<file path="src/rtl/health_tracker.sv">
// Per-player health keeper: accepts damage over valid/ready, halves blocked hits,
// grants tick-counted invulnerability after landed hits, and holds KO until round start.
module health_tracker #(
  parameter int FULL_HEALTH  = 200,
  parameter int IFRAME_TICKS = 30
) (
  input  logic       clk,
  input  logic       rst_n,
  input  logic       round_start,
  input  logic       tick,
  input  logic       hit_valid,
  input  logic [7:0] hit_damage,
  input  logic       block_active,
  output logic       hit_ready,
  output logic [8:0] curr_health,
  output logic       invuln,
  output logic       ko,
  output logic [7:0] hits_landed,
  output logic [2:0] dbg_state
);

  // Handshake: an event transfers on a rising edge where hit_valid and
  // hit_ready are both 1; hit_ready decodes registered state only, so it
  // never depends on hit_valid, and the offered event may be held or changed freely.

  typedef enum logic [2:0] {
    S_IDLE   = 3'd0,
    S_ALIVE  = 3'd1,
    S_APPLY  = 3'd2,
    S_INVULN = 3'd3,
    S_KO     = 3'd4
  } state_t;

  localparam int            CW        = (IFRAME_TICKS < 2) ? 1 : $clog2(IFRAME_TICKS + 1);
  localparam logic [8:0]    FULL_H    = 9'(FULL_HEALTH);
  localparam logic [CW-1:0] IFRAME_LD = CW'(IFRAME_TICKS);

  state_t        state_q, state_d;
  logic [8:0]    health_q, health_d;
  logic [7:0]    hits_q, hits_d;
  logic [7:0]    dmg_q, dmg_d;
  logic [CW-1:0] cnt_q, cnt_d;
  logic [8:0]    applied;
  logic          xfer;

  assign hit_ready   = (state_q == S_ALIVE) || (state_q == S_INVULN);
  assign invuln      = (state_q == S_INVULN);
  assign ko          = (state_q == S_KO);
  assign curr_health = health_q;
  assign hits_landed = hits_q;
  assign dbg_state   = state_q;
  assign xfer        = hit_valid && hit_ready;

  always_comb begin
    state_d  = state_q;
    health_d = health_q;
    hits_d   = hits_q;
    dmg_d    = dmg_q;
    cnt_d    = cnt_q;
    // Saturating subtract: damage at or above current health lands on zero.
    applied  = (health_q <= {1'b0, dmg_q}) ? 9'd0 : (health_q - {1'b0, dmg_q});

    if (round_start) begin
      state_d  = S_ALIVE;
      health_d = FULL_H;
      hits_d   = 8'd0;
      cnt_d    = '0;
    end else begin
      case (state_q)
        S_ALIVE: begin
          if (xfer) begin
            dmg_d   = block_active ? {1'b0, hit_damage[7:1]} : hit_damage;
            state_d = S_APPLY;
          end
        end
        S_APPLY: begin
          health_d = applied;
          if (dmg_q == 8'd0) begin
            state_d = S_ALIVE;
          end else begin
            if (hits_q != 8'hFF) hits_d = hits_q + 8'd1;
            if (applied == 9'd0) begin
              state_d = S_KO;
            end else if (IFRAME_TICKS == 0) begin
              state_d = S_ALIVE;
            end else begin
              state_d = S_INVULN;
              cnt_d   = IFRAME_LD;
            end
          end
        end
        S_INVULN: begin
          // Events accepted here are swallowed; only ticks matter.
          if (tick) begin
            if (cnt_q <= CW'(1)) begin
              cnt_d   = '0;
              state_d = S_ALIVE;
            end else begin
              cnt_d = cnt_q - CW'(1);
            end
          end
        end
        default: ;
      endcase
    end
  end

  always_ff @(posedge clk or negedge rst_n) begin
    if (!rst_n) begin
      state_q  <= S_IDLE;
      health_q <= FULL_H;
      hits_q   <= 8'd0;
      dmg_q    <= 8'd0;
      cnt_q    <= '0;
    end else begin
      state_q  <= state_d;
      health_q <= health_d;
      hits_q   <= hits_d;
      dmg_q    <= dmg_d;
      cnt_q    <= cnt_d;
    end
  end

endmodule

</file>
<file path="config.mk">
export PLATFORM = sky130hd
export DESIGN_NAME = health_tracker
export DESIGN_NICKNAME = d
export VERILOG_FILES = /design/src/rtl/health_tracker.sv
export SDC_FILE = /design/constraint.sdc
export NUM_CORES = 1
export LEC_CHECK = 0
export CAP_MARGIN = 20
export CORE_AREA = 3 3 71 73
export DETAILED_ROUTE_END_ITERATION = 8
export DIE_AREA = 0 0 74 76
export GPL_ROUTABILITY_DRIVEN = 0
export GPL_TIMING_DRIVEN = 0
export PLACE_DENSITY = 0.73
export REMOVE_ABC_BUFFERS = 1
export SYNTH_ARGS = -nofsm -noshare
export SYNTH_HDL_FRONTEND = slang
export SYNTH_SLANG_ARGS = --single-unit
</file>
<file path="constraint.sdc">
create_clock -name clk -period 8.2 [get_ports clk]
set_input_delay 1.64 -clock clk [delete_from_list [all_inputs] [get_ports clk]]
set_output_delay 1.64 -clock clk [all_outputs]
set_load 0.05 [all_outputs]
</file>
Word-level counts from Yosys, hierarchy flattened:

Cells that the tools add are included.

* flip-flop bits (word level): 33
* input port bits: 14
* output and inout port bits: 23
* logic and storage cells: 55

* add/sub/neg operators: 3
* $lt $le $gt $ge: 2
* equal/unequal tests: 11
* mux-type cells: 21
* bitwise logic cells: 1
* reductions and logical operators: 12

Operators by type and width (count)
* $mux W8: 5
* $mux W9: 3
* $mux W5: 5
* $mux W3: 6
* $ne A3 B3 Y1 const B: 4
* $pmux W5 S2: 1
* $le A9 B8 Y1: 1
* $logic_not A9 Y1: 1
* $pmux W3 S3: 1
* $sub A9 B8 Y9: 1
* $add A8 B1 Y8 const B: 1
* $logic_not A8 Y1: 1
* $ne A8 B8 Y1 const B: 1
* $reduce_and A4 Y1: 2
* $eq A3 B2 Y1 const B: 2
* $reduce_and A3 Y1: 2
* $le A5 B1 Y1 const B: 1
* $sub A5 B1 Y5 const B: 1
* $reduce_bool A2 Y1: 2
* $reduce_bool A4 Y1: 1
* $eq A3 B1 Y1 const B: 1
* $eq A3 B3 Y1 const B: 1
* $ne A3 B2 Y1 const B: 1
* $reduce_bool A3 Y1: 1
* other kinds (4): 4

Logic depth before layout (Yosys ltp):

Gate-level depths: netlist (run 1).

* depth in word-level cells: 7
* mapped depth: 11
* mapped depth without buffers: 11

Least setup slack after synthesis (run 1):

Ideal clock, no wire load.

* path type: reg-to-output
* start point: register state_q[0], in the netlist dbg_state[0]
* end point: output port ko
* arrival: 1.929 ns
* data required time: 6.560 ns
* setup slack: 4.631 ns
* stages on the path, launching flop included: 3
* path buffers: 1
* path through: dfrtp_1 clkbuf_1 nor3_1

* longest elaborated chain between the ends: 1

Ends and longest elaborated chain
* start: declaration: line 38 `state_t state_q, state_d;`
* start signal: assignment: line 116 `state_q <= state_d;`
* $eq A3 B3 Y1: line 48 `assign ko = (state_q == S_KO);`
* end: declaration: line 17 `output logic ko,`

Every way passes these cells.

Final worst setup path (run 1):

* start point: register state_q[1], in the netlist dbg_state[1]
* end point: output port invuln

* longest elaborated chain between the ends: 1

Ends and longest elaborated chain
* $eq A3 B2 Y1: line 47 `assign invuln = (state_q == S_INVULN);`
* end: declaration: line 16 `output logic invuln,`

Every way passes these cells.

==> results_dict.tcl, run 1 <==
set metrics [dict create \
    outcome "complete, no violations" \
    dieWidth_um 74 \
    antenna_cells 0 \
    holdWs_ns 0.5252 \
    rsz0062_at_grt "no" \
    ctsLongestPathBuffers 2 \
    grt_pass1_wl_mm 8.321 \
    synth_cells 242 \
    port_buffers 36 \
    cts_tree "yes" \
    syn_to_final_growth_pct 21.68 \
    clock-sinks 33 \
    yosysWarnings 0 \
    die_area_sq_mm 0.005624 \
    fin_crit_ns 3.798 \
    grt_start_max_net_pins 34 \
    vias_per_cell 5.761 \
    synth_area_leaders "dfrtp_1, ha_1, a21oi_1" \
    yosysUniqueCellTypes 54 \
    synth_common_cells "dfrtp_1, nor2_1, a21oi_1" \
    cts_resized 0 \
    grt.busiest_layer "met2" \
    layout-drive-gt1-share_pct 7.554 \
    post_cts_buffers 0 \
    hp-class "flip-flop to flip-flop" \
    setup_violations 0 \
    antenna_found_initial 0 \
    crit_required_ns 6.56 \
    finalClockSkew_ns 0.003999 \
    crit_path_end_kind "output port" \
    ys_ff_latch 33 \
    ant_nets 0 \
    max_stage_delay_ns 0.83 \
    dp_hpwl_mm 3.605 \
    syn_area_sq_mm 0.002193 \
    synthFlopType "dfrtp_1" \
    finalCritPeriodShare_pct 46.31 \
    grtUsageMet2_pct 28.81 \
    critical_path.startpoint_type "flip-flop" \
    critPathKind "flip-flop to output port" \
    cts_htree_levels 2 \
    postCtsHoldBufs 0 \
    clockRootBuffer "clkbuf_8" \
    worst_pin_slew_ns 0.9220 \
    finalSetupTns_ns 0 \
    synthArstFlopShare_pct 100.0 \
    synth_top_area_cell "dfrtp_1" \
    totalWireLength_mm 4.948 \
    numCtsBuffers 5 \
    first_global_vias 1785 \
    slew_headroom_pct 38.34 \
    overflow 0 \
    grt.total_usage_pct 18.70 \
    synth_top_area_share_pct 34.23 \
    drt_first_pass_iters 4 \
    crit_path_max_fanout 7 \
    clkSlewWorstSetupHoldPaths_ns 0.07 \
    arrival_ns 2.16 \
    avgSynthCellArea_sq_um 9.063 \
    use_met1_pct 25.92 \
    vdd_drop_max_mv 0.1786 \
    drv_slew 0 \
    cpMaxStageDelayCell "clkdlybuf4s50_1" \
    maxCapViolCount 0 \
    n_fill_cell 401 \
    use_met3_pct 3.958 \
    initial_core_util_pct 49.69 \
    path_cells "nor2b_1 > and2_1 > clkdlybuf4s50_1" \
    ys_seq_area_share_pct 37.82 \
    synth_edf_count 0 \
    fmax_mhz 263.3 \
    drc_errors 0 \
    ioPinCount 37 \
    rows 24 \
    nNetsFinal 303 \
    synth_most_common_cell "dfrtp_1" \
    drtIter0Drc 113 \
    die_h_um 76 \
    wire_per_inst_um 14.99 \
    clk_latency_ns 0.29 \
    vias 1901 \
    power.density_mw_per_mm2 346.6 \
    p_leak_nw 1.149 \
    hold_viol_final 0 \
    fp.coreArea_sq_mm 0.004414 \
]
## registers in the layout (all words and copies together), names as in the netlist
name and cells:
dmg_q 8, dbg_state 3, curr_health 9, cnt_q 5, hits_landed 8
## layout by cell type, fill, tap and decap left out, types with 6 or more instances in the layout
master / netlist / final
nor2_1: 23 / 23
o22ai_1: 6 / 6
xor2_1: 8 / 8
nand4_1: 6 / 6
nor2b_1: 6 / 6
a21oi_1: 22 / 22
mux2i_1: 8 / 8
clkbuf_8: 0 / 6
clkdlybuf4s50_1: 0 / 35
ha_1: 11 / 11
dfrtp_1: 30 / 30
o21ai_0: 13 / 13
nand2_1: 16 / 16
inv_1: 18 / 18
## layout make-up
| type | count | area, sq um | share of cell area [%] |
|---|---|---|---|
| inverter | 18 | 67.56 | 2.532 |
| clock buffer | 7 | 86.33 | 3.235 |
| sequential | 33 | 829.5 | 31.08 |
| tap | 52 | 65.06 | 2.438 |
| multi-input combinational | 183 | 1257 | 47.12 |
| timing repair buffer | 36 | 355.3 | 13.31 |
| clock inverter | 1 | 7.507 | 0.2813 |
## metrics by stage
step / std cells / util (%) / power [mW] / setup slack, ns / cell area [sq um]
after floorplan: 234 / - / 0.6533 / 4.672 / 2155
after global placement: 322 / 58.45 / 0.7804 / 4.432 / 2580
after detailed placement: 322 / 58.33 / 0.7894 / 4.393 / 2575
after CTS: 330 / 60.46 / 0.9267 / 4.410 / 2669
after global routing: 330 / 60.46 / 0.9965 / 4.294 / 2669
final: 330 / 60.46 / 0.9250 / 4.402 / 2669
## path summary, 6_finish.rpt
check,start,to,slack [ns],cells after the start
max,dbg_state[1],invuln,4.40,3
min in group asynchronous,rst_n,hits_landed[2],1.41,1
min,curr_health[0],curr_health[0],0.53,2
max reg2reg,curr_health[0],cnt_q[0],5.10,11
min reg2reg,curr_health[0],curr_health[0],0.53,2
max in group asynchronous,rst_n,cnt_q[1],6.31,1
## power breakdown
group	internal [mW]	switching (mW)	leakage, nW	total (mW)
Clock	0.0682	0.0617	0.0445	0.130
Combinational	0.212	0.328	0.684	0.540
Sequential	0.208	0.0466	0.420	0.255
## kinds of logic (layout without fill, tap and decap cells)
logic type      after synthesis  after routing  synth area share, %
compound gates               68             68                21.56
flops                        33             33                37.82
fa+ha+maj                    12             12                7.188
xor+xnor                     11             11                4.393
mux                           9              9                4.335
buf+inv                      26             62                4.848
simple gates                 83             83                19.85
## per-layer routing
metal / routed length [um] / part of all wire [%] / up-vias
met4: 69 / 1.4 / 0
met5: 0 / 0 / -
met2: 2290 / 46 / 52
met3: 251 / 5.1 / 7
met1: 2336 / 47 / 904
li1: - / - / 938
## worst max-delay path, delay by kind of cell, from the launching register on
kind | cells | cell delay [ns]
buffers and inverters | 1 | 0.83
and+or+nand+nor | 2 | 0.60
DFF | 1 | 0.45
Power figures use the tool's default switching activity.
==> inputs of run 2 (changes only) <==
Settings changed: CORE_AREA 3 3 71 73 to 3 3 72 74, DIE_AREA 0 0 74 76 to 0 0 75 77, PLACE_DENSITY 0.73 to 0.74.
Clock period 8.2 ns to 3.2 ns, I/O delays scaled along.
==> run 2 against run 1 <==
Compared with the run above: clock power rose by 140%; cell area rose by 0.23%; first-iteration DRC count rose by 55%; critical endpoint is now cnt_q[0]; routed wire length fell by 2.2%; core utilization fell by 3.1 points; setup slack got worse by 4.2 ns; power rose to 2.5 times the previous value; die area rose by 2.7%.
==> results_dict.tcl, run 2 (same netlist as run 1, synthesis figures left out) <==
set metrics [dict create \
    post_cts_buffers 0 \
    dp_hpwl_mm 3.545 \
    grt_pass1_wl_mm 8.245 \
    nNetsFinal 305 \
    crit_path_max_fanout 7 \
    postCtsHoldBufs 0 \
    clock-sinks 33 \
    power.density_mw_per_mm2 878.1 \
    wire_per_inst_um 14.49 \
    cts_resized 0 \
    syn_to_final_growth_pct 21.96 \
    final.setup.worst_slack_ns 0.1784 \
    drtIter0Drc 175 \
    layout-drive-gt1-share_pct 8.214 \
    p_leak_nw 1.158 \
    endpoint "cnt_q[0]" \
    hp-class "input port to asynchronous set/reset pin" \
    layout_common_cells "clkdlybuf4s50_1, dfrtp_1, nor2_1, a21oi_1, inv_1" \
    outcome "complete, no violations" \
    worst_pin_slew_ns 0.9101 \
    antenna_cells 0 \
    arrival_ns 3.20 \
    setup_violations 0 \
    finalClockSkew_ns 0.004506 \
    ant_nets 0 \
    initial_core_util_pct 47.06 \
    reg2regPathDepth 11 \
    vias_per_cell 5.763 \
    cts_htree_levels 2 \
    port_buffers 36 \
    finalCritPeriodShare_pct 94.43 \
    rows 25 \
    use_met3_pct 3.670 \
    final_common_cell "clkdlybuf4s50_1" \
    fin_crit_ns 3.022 \
    vdd_drop_max_mv 0.5482 \
    clockRootBuffer "clkbuf_8" \
    largest_register_ffs 9 \
    totalWireLength_mm 4.838 \
    dieWidth_um 75 \
    cts_tree "yes" \
    drt_first_pass_iters 4 \
    r2r-start "curr_health[0]" \
    crit_required_ns 3.38 \
    fmax_mhz 330.9 \
    finalSetupTns_ns 0 \
    n_fill_cell 418 \
    grtUsageMet2_pct 25.96 \
    cp-startpoint "curr_health[0]" \
    die_area_sq_mm 0.005775 \
    place_ws_ns 0.1570 \
    vias 1925 \
    rsz0062_at_grt "no" \
    first_global_vias 1778 \
    overflow 0 \
    grt.total_usage_pct 18.13 \
    drc_errors 0 \
    use_met1_pct 26.46 \
    critical_path.startpoint_type "flip-flop" \
    slew_headroom_pct 39.14 \
    ctsLongestPathBuffers 2 \
    ioPinCount 37 \
    maxCapViolCount 0 \
    drv_slew 0 \
    antenna_found_initial 0 \
    hold_viol_final 0 \
    timing.rr.end "cnt_q[0]" \
    grt_start_max_net_pins 34 \
    grt.busiest_layer "met1" \
    critPathKind "flip-flop to flip-flop" \
    die_h_um 77 \
    reg2reg_slack_ns 0.18 \
    clk_latency_ns 0.29 \
    numCtsBuffers 5 \
    clkSlewWorstSetupHoldPaths_ns 0.07 \
    fp.coreArea_sq_mm 0.004661 \
    crit_path_end_kind "flip-flop" \
]
[run 2: final cells by class]
cell class | count | area (sq um) | area share (%)
multi-input cells | 183 | 1257 | 47.01
flip-flops and latches | 33 | 829.5 | 31.01
repair buffers | 38 | 370.4 | 13.84
clock buffers | 6 | 72.57 | 2.713
inverters | 18 | 67.56 | 2.526
well taps | 54 | 67.56 | 2.526
clock inverters | 2 | 10.01 | 0.3742
[run 2: how the worst min path moves through the flow]
stage | endpoint | slack [ns] | startpoint
6_report | hits_landed[2] | 0.41 | rst_n
5_1_grt | hits_landed[4] | 0.48 | rst_n
4_1_cts | hits_landed[4] | 0.45 | rst_n
3_5_place_dp | curr_health[0] | 0.51 | curr_health[0]
3_3_place_gp | curr_health[0] | 0.49 | curr_health[0]
2_1_floorplan | cnt_q[0] | 0.34 | rst_n
[run 2: layer usage]
layer | up-vias | part of all wire, %
met5 | - | 0
met3 | 12 | 4.6
met2 | 58 | 46
met1 | 911 | 47
li1 | 944 | -
met4 | 0 | 2.2
[run 2: worst max-delay path, stage by stage, from the launching register on]
cell	delay (ns)
dfrtp_1	0.40
inv_1	0.06
ha_1	0.16
inv_1	0.07
fa_1	0.40
a21o_1	0.21
a221oi_4	0.31
or2b_1	0.17
a211oi_2	0.09
o41a_4	0.54
a21boi_4	0.19
mux2_4	0.31
[run 2: per-stage QoR]
| stage | util [%] | area [sq um] | instances | hold slack (ns) | power, mW |
|---|---|---|---|---|---|
| after floorplan | - | 2155 | 234 | 0.3444 | 1.674 |
| after global placement | 55.41 | 2582 | 324 | 0.4934 | 1.993 |
| final | 57.40 | 2675 | 334 | 0.4122 | 2.349 |
| after CTS | 57.07 | 2660 | 332 | 0.4473 | 2.333 |
| after detailed placement | 55.30 | 2577 | 324 | 0.5076 | 2.015 |
| after global routing | 57.40 | 2675 | 334 | 0.4777 | 2.538 |
[run 2: where the power goes]
| group | total, mW | internal, mW | switching, mW |
|---|---|---|---|
| Sequential | 0.655 | 0.534 | 0.121 |
| Clock | 0.307 | 0.151 | 0.156 |
| Combinational | 1.39 | 0.557 | 0.831 |
==> inputs of run 3 (changes only) <==
Settings changed: GPL_ROUTABILITY_DRIVEN 0 to default.
==> results of run 3 <==
Same layout as run 2: the final DEF is identical, and so are final timing and power.
==> RTL edit 1: new RTL, config.mk and constraints of run 3 <==
`IFRAME_TICKS`: 30 -> 60.
--- a/src/rtl/health_tracker.sv
+++ b/src/rtl/health_tracker.sv
@@ -3,5 +3,5 @@
 module health_tracker #(
   parameter int FULL_HEALTH  = 200,
-  parameter int IFRAME_TICKS = 30
+  parameter int IFRAME_TICKS = 60
 ) (
   input  logic       clk,
Behaviour: no difference found for any inputs over 10 cycles, from zero or initial values and one cycle with rst_n low; that may be too few to reach the edited logic, so the function may still have changed.
==> RTL edit 1 against run 3 <==
  * Design area grew 6.2%
  * Critical endpoint is now dbg_state[0]$_DFFE_PN0P_
  * Critical path type unchanged
  * Total power fell by 3.4%
  * Die area unchanged
  * First-iteration DRC count shrank 34%
  * Worst setup slack improved by 0.0049 ns
  * Utilization grew 3.6 points
  * Largest power group unchanged
  * Highest routed layer unchanged
  * Clock power rose by 9.8%
  * Area after synthesis up 8.1%
  * Sequential cell count is 1 higher
  * Wire length rose by 6.8%
==> RTL edit 1: results (changes against run 3) <==
- Status: completed
- R2R depth: 12 (+1)
- Met3 usage: 4.85% (+1.2 points)
- Worst slack, placed: 0.208 ns (+0.0509 ns)
- First-pass GRT wire length: 8780 µm (+6.5%)
- Mapped Avg Cell Area: 9.26 µm² (+2.2%)
- Leak Pwr: 1.21 nW (+4.5%)
- CP peak stage delay: 0.44 ns (-0.10 ns)
- Worst ir drop on vdd: 0.000331 V (-40%)
- Int Pwr: 1.23 mW (-0.84%)
- Clock skew: 0.00275 ns (-0.00175 ns)
- Max_slew headroom: 33.2% (-5.9 points)
- Initial DRC count: 115 (-34%)
- Seq/Total Area, Yosys: 36.0% (-1.8 points)
- Post-CTS setup buffers: 0 (unchanged)
- Met3 wire length: 168 µm (-24%)
- Grt met1 use: 28.2% (+1.7 points)
- Crit path max fanout: 4 (-3)
- Via Count: 2003 (+4.1%)
- Slowest cell on the critical path: o41ai_4
- Cell family with the largest share of critical-path delay: compound AO/OA/AOI/OAI gates
- Final nets: 319 (+4.6%)
- Fillers: 402 (-3.8%)
- Largest cells by area after synthesis: dfrtp_1, ha_1, a21oi_1
- Number of placed cells counting well taps: 337 (+4.0%)
- Crit Path Class: flop to flop
- Synth top cells by count: dfrtp_1, nor2_1, a21oi_1
- Largest net degree at the start of global routing: 35 (+2.9%)
- Distinct cells, synth: 63 (+17%)
- Layout cells sized above 1: 10.9% (+2.7 points)
- RR Endpoint: dbg_state[0]$_DFFE_PN0P_
- Routed length per placed instance: 14.9 µm (+2.5%)
- Placer Congestion: 0.891 (+1.3%)
- M1 WL: 2560 µm (+12%)
- Met2 Use GR: 28.5% (+2.5 points)
- Smallest hold slack: 0.413 ns (+0.000813 ns)
- Finished Layout Cells: 348 (+4.2%)
- Wire length on met2: 2370 µm (+6.4%)
- CP arrival: 3.19 ns (about the same)
- Hpwl dp: 3760 µm (+5.9%)
- Post-DP Area: 0.00272 mm² (+5.7%)
- Number of global-route vias before repair: 1899 (+6.8%)
RTL edit 1: cell count changes after synthesis, sizes merged, moves of 4 or more:
cell   change
a31oi      -4
inv        -5
o22ai      -6
nor3       +6
nor2       +6
RTL edit 1: logic make-up after synthesis:
family	synth area share, %
buffers and inverters	5.33
DFF	36.0
muxes	4.85
xor gates and xnor gates	3.32
adders and majority gates	6.65
and+or+nand+nor	24.0
AOI/OAI and AO/OA	19.8
RTL edit 1: power by group through the flow:
stage	Sequential [mW]	Clock (mW)	Combinational (mW)
after global placement	0.650	0	1.22
after floorplan	0.737	0	0.851
after detailed placement	0.654	0	1.24
final	0.647	0.337	1.29
after global routing	0.666	0.365	1.41
after CTS	0.646	0.344	1.25
RTL edit 1: area by class of cell:
class	count	area, µm²	share of cell area, %
Sequential cell	34	855	30.1
Clock inverter	2	12.5	0.440
Tap cell	54	67.6	2.38
Clock buffer	6	82.6	2.91
Timing Repair Buffer	40	385	13.6
Inverter	13	48.8	1.72
Multi-Input combinational cell	199	1390	48.9
==> RTL edit 2: new RTL, config.mk and constraints of run 3 <==
Made on the original files. Make the reset (`rst_n`) synchronous in one clocked block.
--- a/src/rtl/health_tracker.sv
+++ b/src/rtl/health_tracker.sv
@@ -106,5 +106,5 @@
   end
 
-  always_ff @(posedge clk or negedge rst_n) begin
+  always_ff @(posedge clk) begin
     if (!rst_n) begin
       state_q  <= S_IDLE;
Function: differs if rst_n is asserted again (counterexample within 4 cycles, from zero or initial values and one cycle with rst_n low); with rst_n held inactive, the same outputs for 10 cycles.
==> RTL edit 2 against run 3 <==
  * Wire length grew 6.7%
  * Final cell count grew 9.0%
  * Sequential share of layout area shrank 6.6 points
  * Design area grew 1.1%
  * Sequential cell count is the same
  * Count of clock-buffer cells in the layout shrank 1
  * Area after synthesis grew 2.1%
  * Worst setup slack gained 0.16 ns
  * Highest routed layer unchanged
Power is not compared: it rests on default switching activity, and its combinational part moved more than twofold at a synthesized area within 25%.
==> RTL edit 2: results (changes against run 3) <==
- Flop2flop setup slack: 0.34 ns (+0.16 ns)
- Critical Path End: cnt_q[3]$_SDFFE_PP0P_
- Mean number of vias per cell: 5.80 (+0.72%)
- Cts bufs inserted: 5 (unchanged)
- Status: completed
- Distinct cells, synth: 55 (+1.9%)
- Post-Synth XOR/XNOR Area: 3.13% (-1.3 points)
- # diodes: 0 (unchanged)
- Number of buffers added on ports: 36 (unchanged)
- Post-Synth Adder-Cell Area: 7.04% (-0.14 points)
- Post-synth ARST share: 0% (-100 points)
- Placer Congestion: 0.840 (-4.5%)
- Slowest cell on the critical path: fa_1
- Final nets: 335 (+9.8%)
- CP arrival: 3.04 ns (-0.16 ns)
- Complex-gate fraction of the synthesized area: 26.3% (+4.8 points)
- Gr usage total: 19.0% (+0.90 points)
- Routed length per placed instance: 14.2 µm (-2.1%)
- Seq/Total Area, Yosys: 29.5% (-8.3 points)
- CTS max path bufs: 2 (unchanged)
- Multiplexer share of the synthesized area: 3.58% (-0.76 points)
- Clock skew: 0.00617 ns (+0.00167 ns)
- Clock root buffer: clkbuf_8
- Hold Path Class: flop to flop
- Layout cells sized above 1: 4.84% (-3.4 points)
- Hpwl dp: 3860 µm (+8.9%)
- Hold depth: 2
- Largest cells by area after synthesis: dfxtp_1, ha_1, a21oi_1
- Leak Pwr: 1.05 nW
- Fillers: 419 (+0.24%)
- Crit path max fanout: 5 (-2)
- Synth top cells by count: dfxtp_1, nor2_1, nand2_1
- CTS H-tree lvls: 2 (unchanged)
- Worst-Skew Late Latency: 0.29 ns (about the same)
- CP peak stage delay: 0.44 ns (-0.10 ns)
- Crit. Startpoint: curr_health[0]$_SDFFE_PP0P_
- Largest net degree at the start of global routing: 25 (-26%)
- First-pass GRT wire length: 8830 µm (+7.1%)
- Max reg flops: 9 (unchanged)
- Worst ir drop on vdd: 0.000259 V
- Number of global-route vias before repair: 1962 (+10%)
- Measured slew at the worst slew-check pin: 0.965 ns (+0.0549 ns)
- Initial DRC count: 143 (-18%)
## RTL edit 2: cell types whose count changed in the layout (fill, tap and decap cells not counted), moves of 5 or more
cell / run 3 / this run
o31ai_1: 1 / 6
dfrtp_1: 30 / 0
dfxtp_1: 0 / 33
o22ai_1: 6 / 0
nor3b_1: 0 / 5
o211a_1: 0 / 7
nand2_1: 16 / 25
## RTL edit 2: worst min path at each step
stage | endpoint | startpoint | slack [ns]
floorplan | cnt_q[4]$_SDFFE_PP0P_ | cnt_q[4]$_SDFFE_PP0P_ | 0.46
global placement | curr_health[4]$_SDFFE_PP0P_ | curr_health[4]$_SDFFE_PP0P_ | 0.47
detailed placement | curr_health[4]$_SDFFE_PP0P_ | curr_health[4]$_SDFFE_PP0P_ | 0.47
CTS | curr_health[4]$_SDFFE_PP0P_ | curr_health[4]$_SDFFE_PP0P_ | 0.48
global route | curr_health[4]$_SDFFE_PP0P_ | curr_health[4]$_SDFFE_PP0P_ | 0.51
finish | curr_health[4]$_SDFFE_PP0P_ | curr_health[4]$_SDFFE_PP0P_ | 0.48
## RTL edit 2: per-layer routing
metal / share of wire, % / wire [µm] / vias to the layer above / GRT usage (%)
met3: 3.8 / 195 / 10 / 4.06
met2: 46 / 2390 / 50 / 29.4
met5: 0 / 0 / - / 0
li1: - / - / 1076 / -
met1: 48 / 2500 / 977 / 26.0
met4: 1.5 / 80 / 0 / 6.05
## RTL edit 2: cell type report
cell class	instances	area (µm²)	area share [%]
repair buffers	36	360	13.3
clock buffers	5	68.8	2.55
well taps	54	67.6	2.50
multi-input cells	215	1460	54.0
clock inverters	3	17.5	0.648
inverters	18	67.6	2.50
flip-flops and latches	33	661	24.4
## RTL edit 2: timing repair
action | 4_1_cts | 5_1_grt
resized for setup | 0 | 1
setup buffers | 0 | 0
setup endpoints to repair | 0 | 1
## RTL edit 2: worst reg2reg max path: cells and delay by family, from the launching register on
family,cells,cell delay [ns]
xor gates and xnor gates,1,0.15
and+or+nand+nor,3,0.63
adders and majority gates,2,0.63
DFF,1,0.33
AOI/OAI and AO/OA,3,0.88
buffers and inverters,2,0.12
## RTL edit 2: power by group
group | leakage, nW | internal (mW) | switching, mW
registers | 0.267 | 0.417 | 0.00694
clock network | 0.0439 | 0.150 | 0.162
logic | 0.737 | 0.0595 | 0.0806
## RTL edit 2: per-stage QoR
stage	instance area [µm²]	worst slack, ns	cells	power, mW	hold slack, ns
global placement	2610	0.268	356	0.569	0.465
CTS	2700	0.219	364	0.879	0.478
detailed placement	2610	0.241	356	0.571	0.468
global route	2700	0.140	364	0.912	0.509
floorplan	2180	0.384	266	0.522	0.462
finish	2700	0.340	364	0.875	0.477
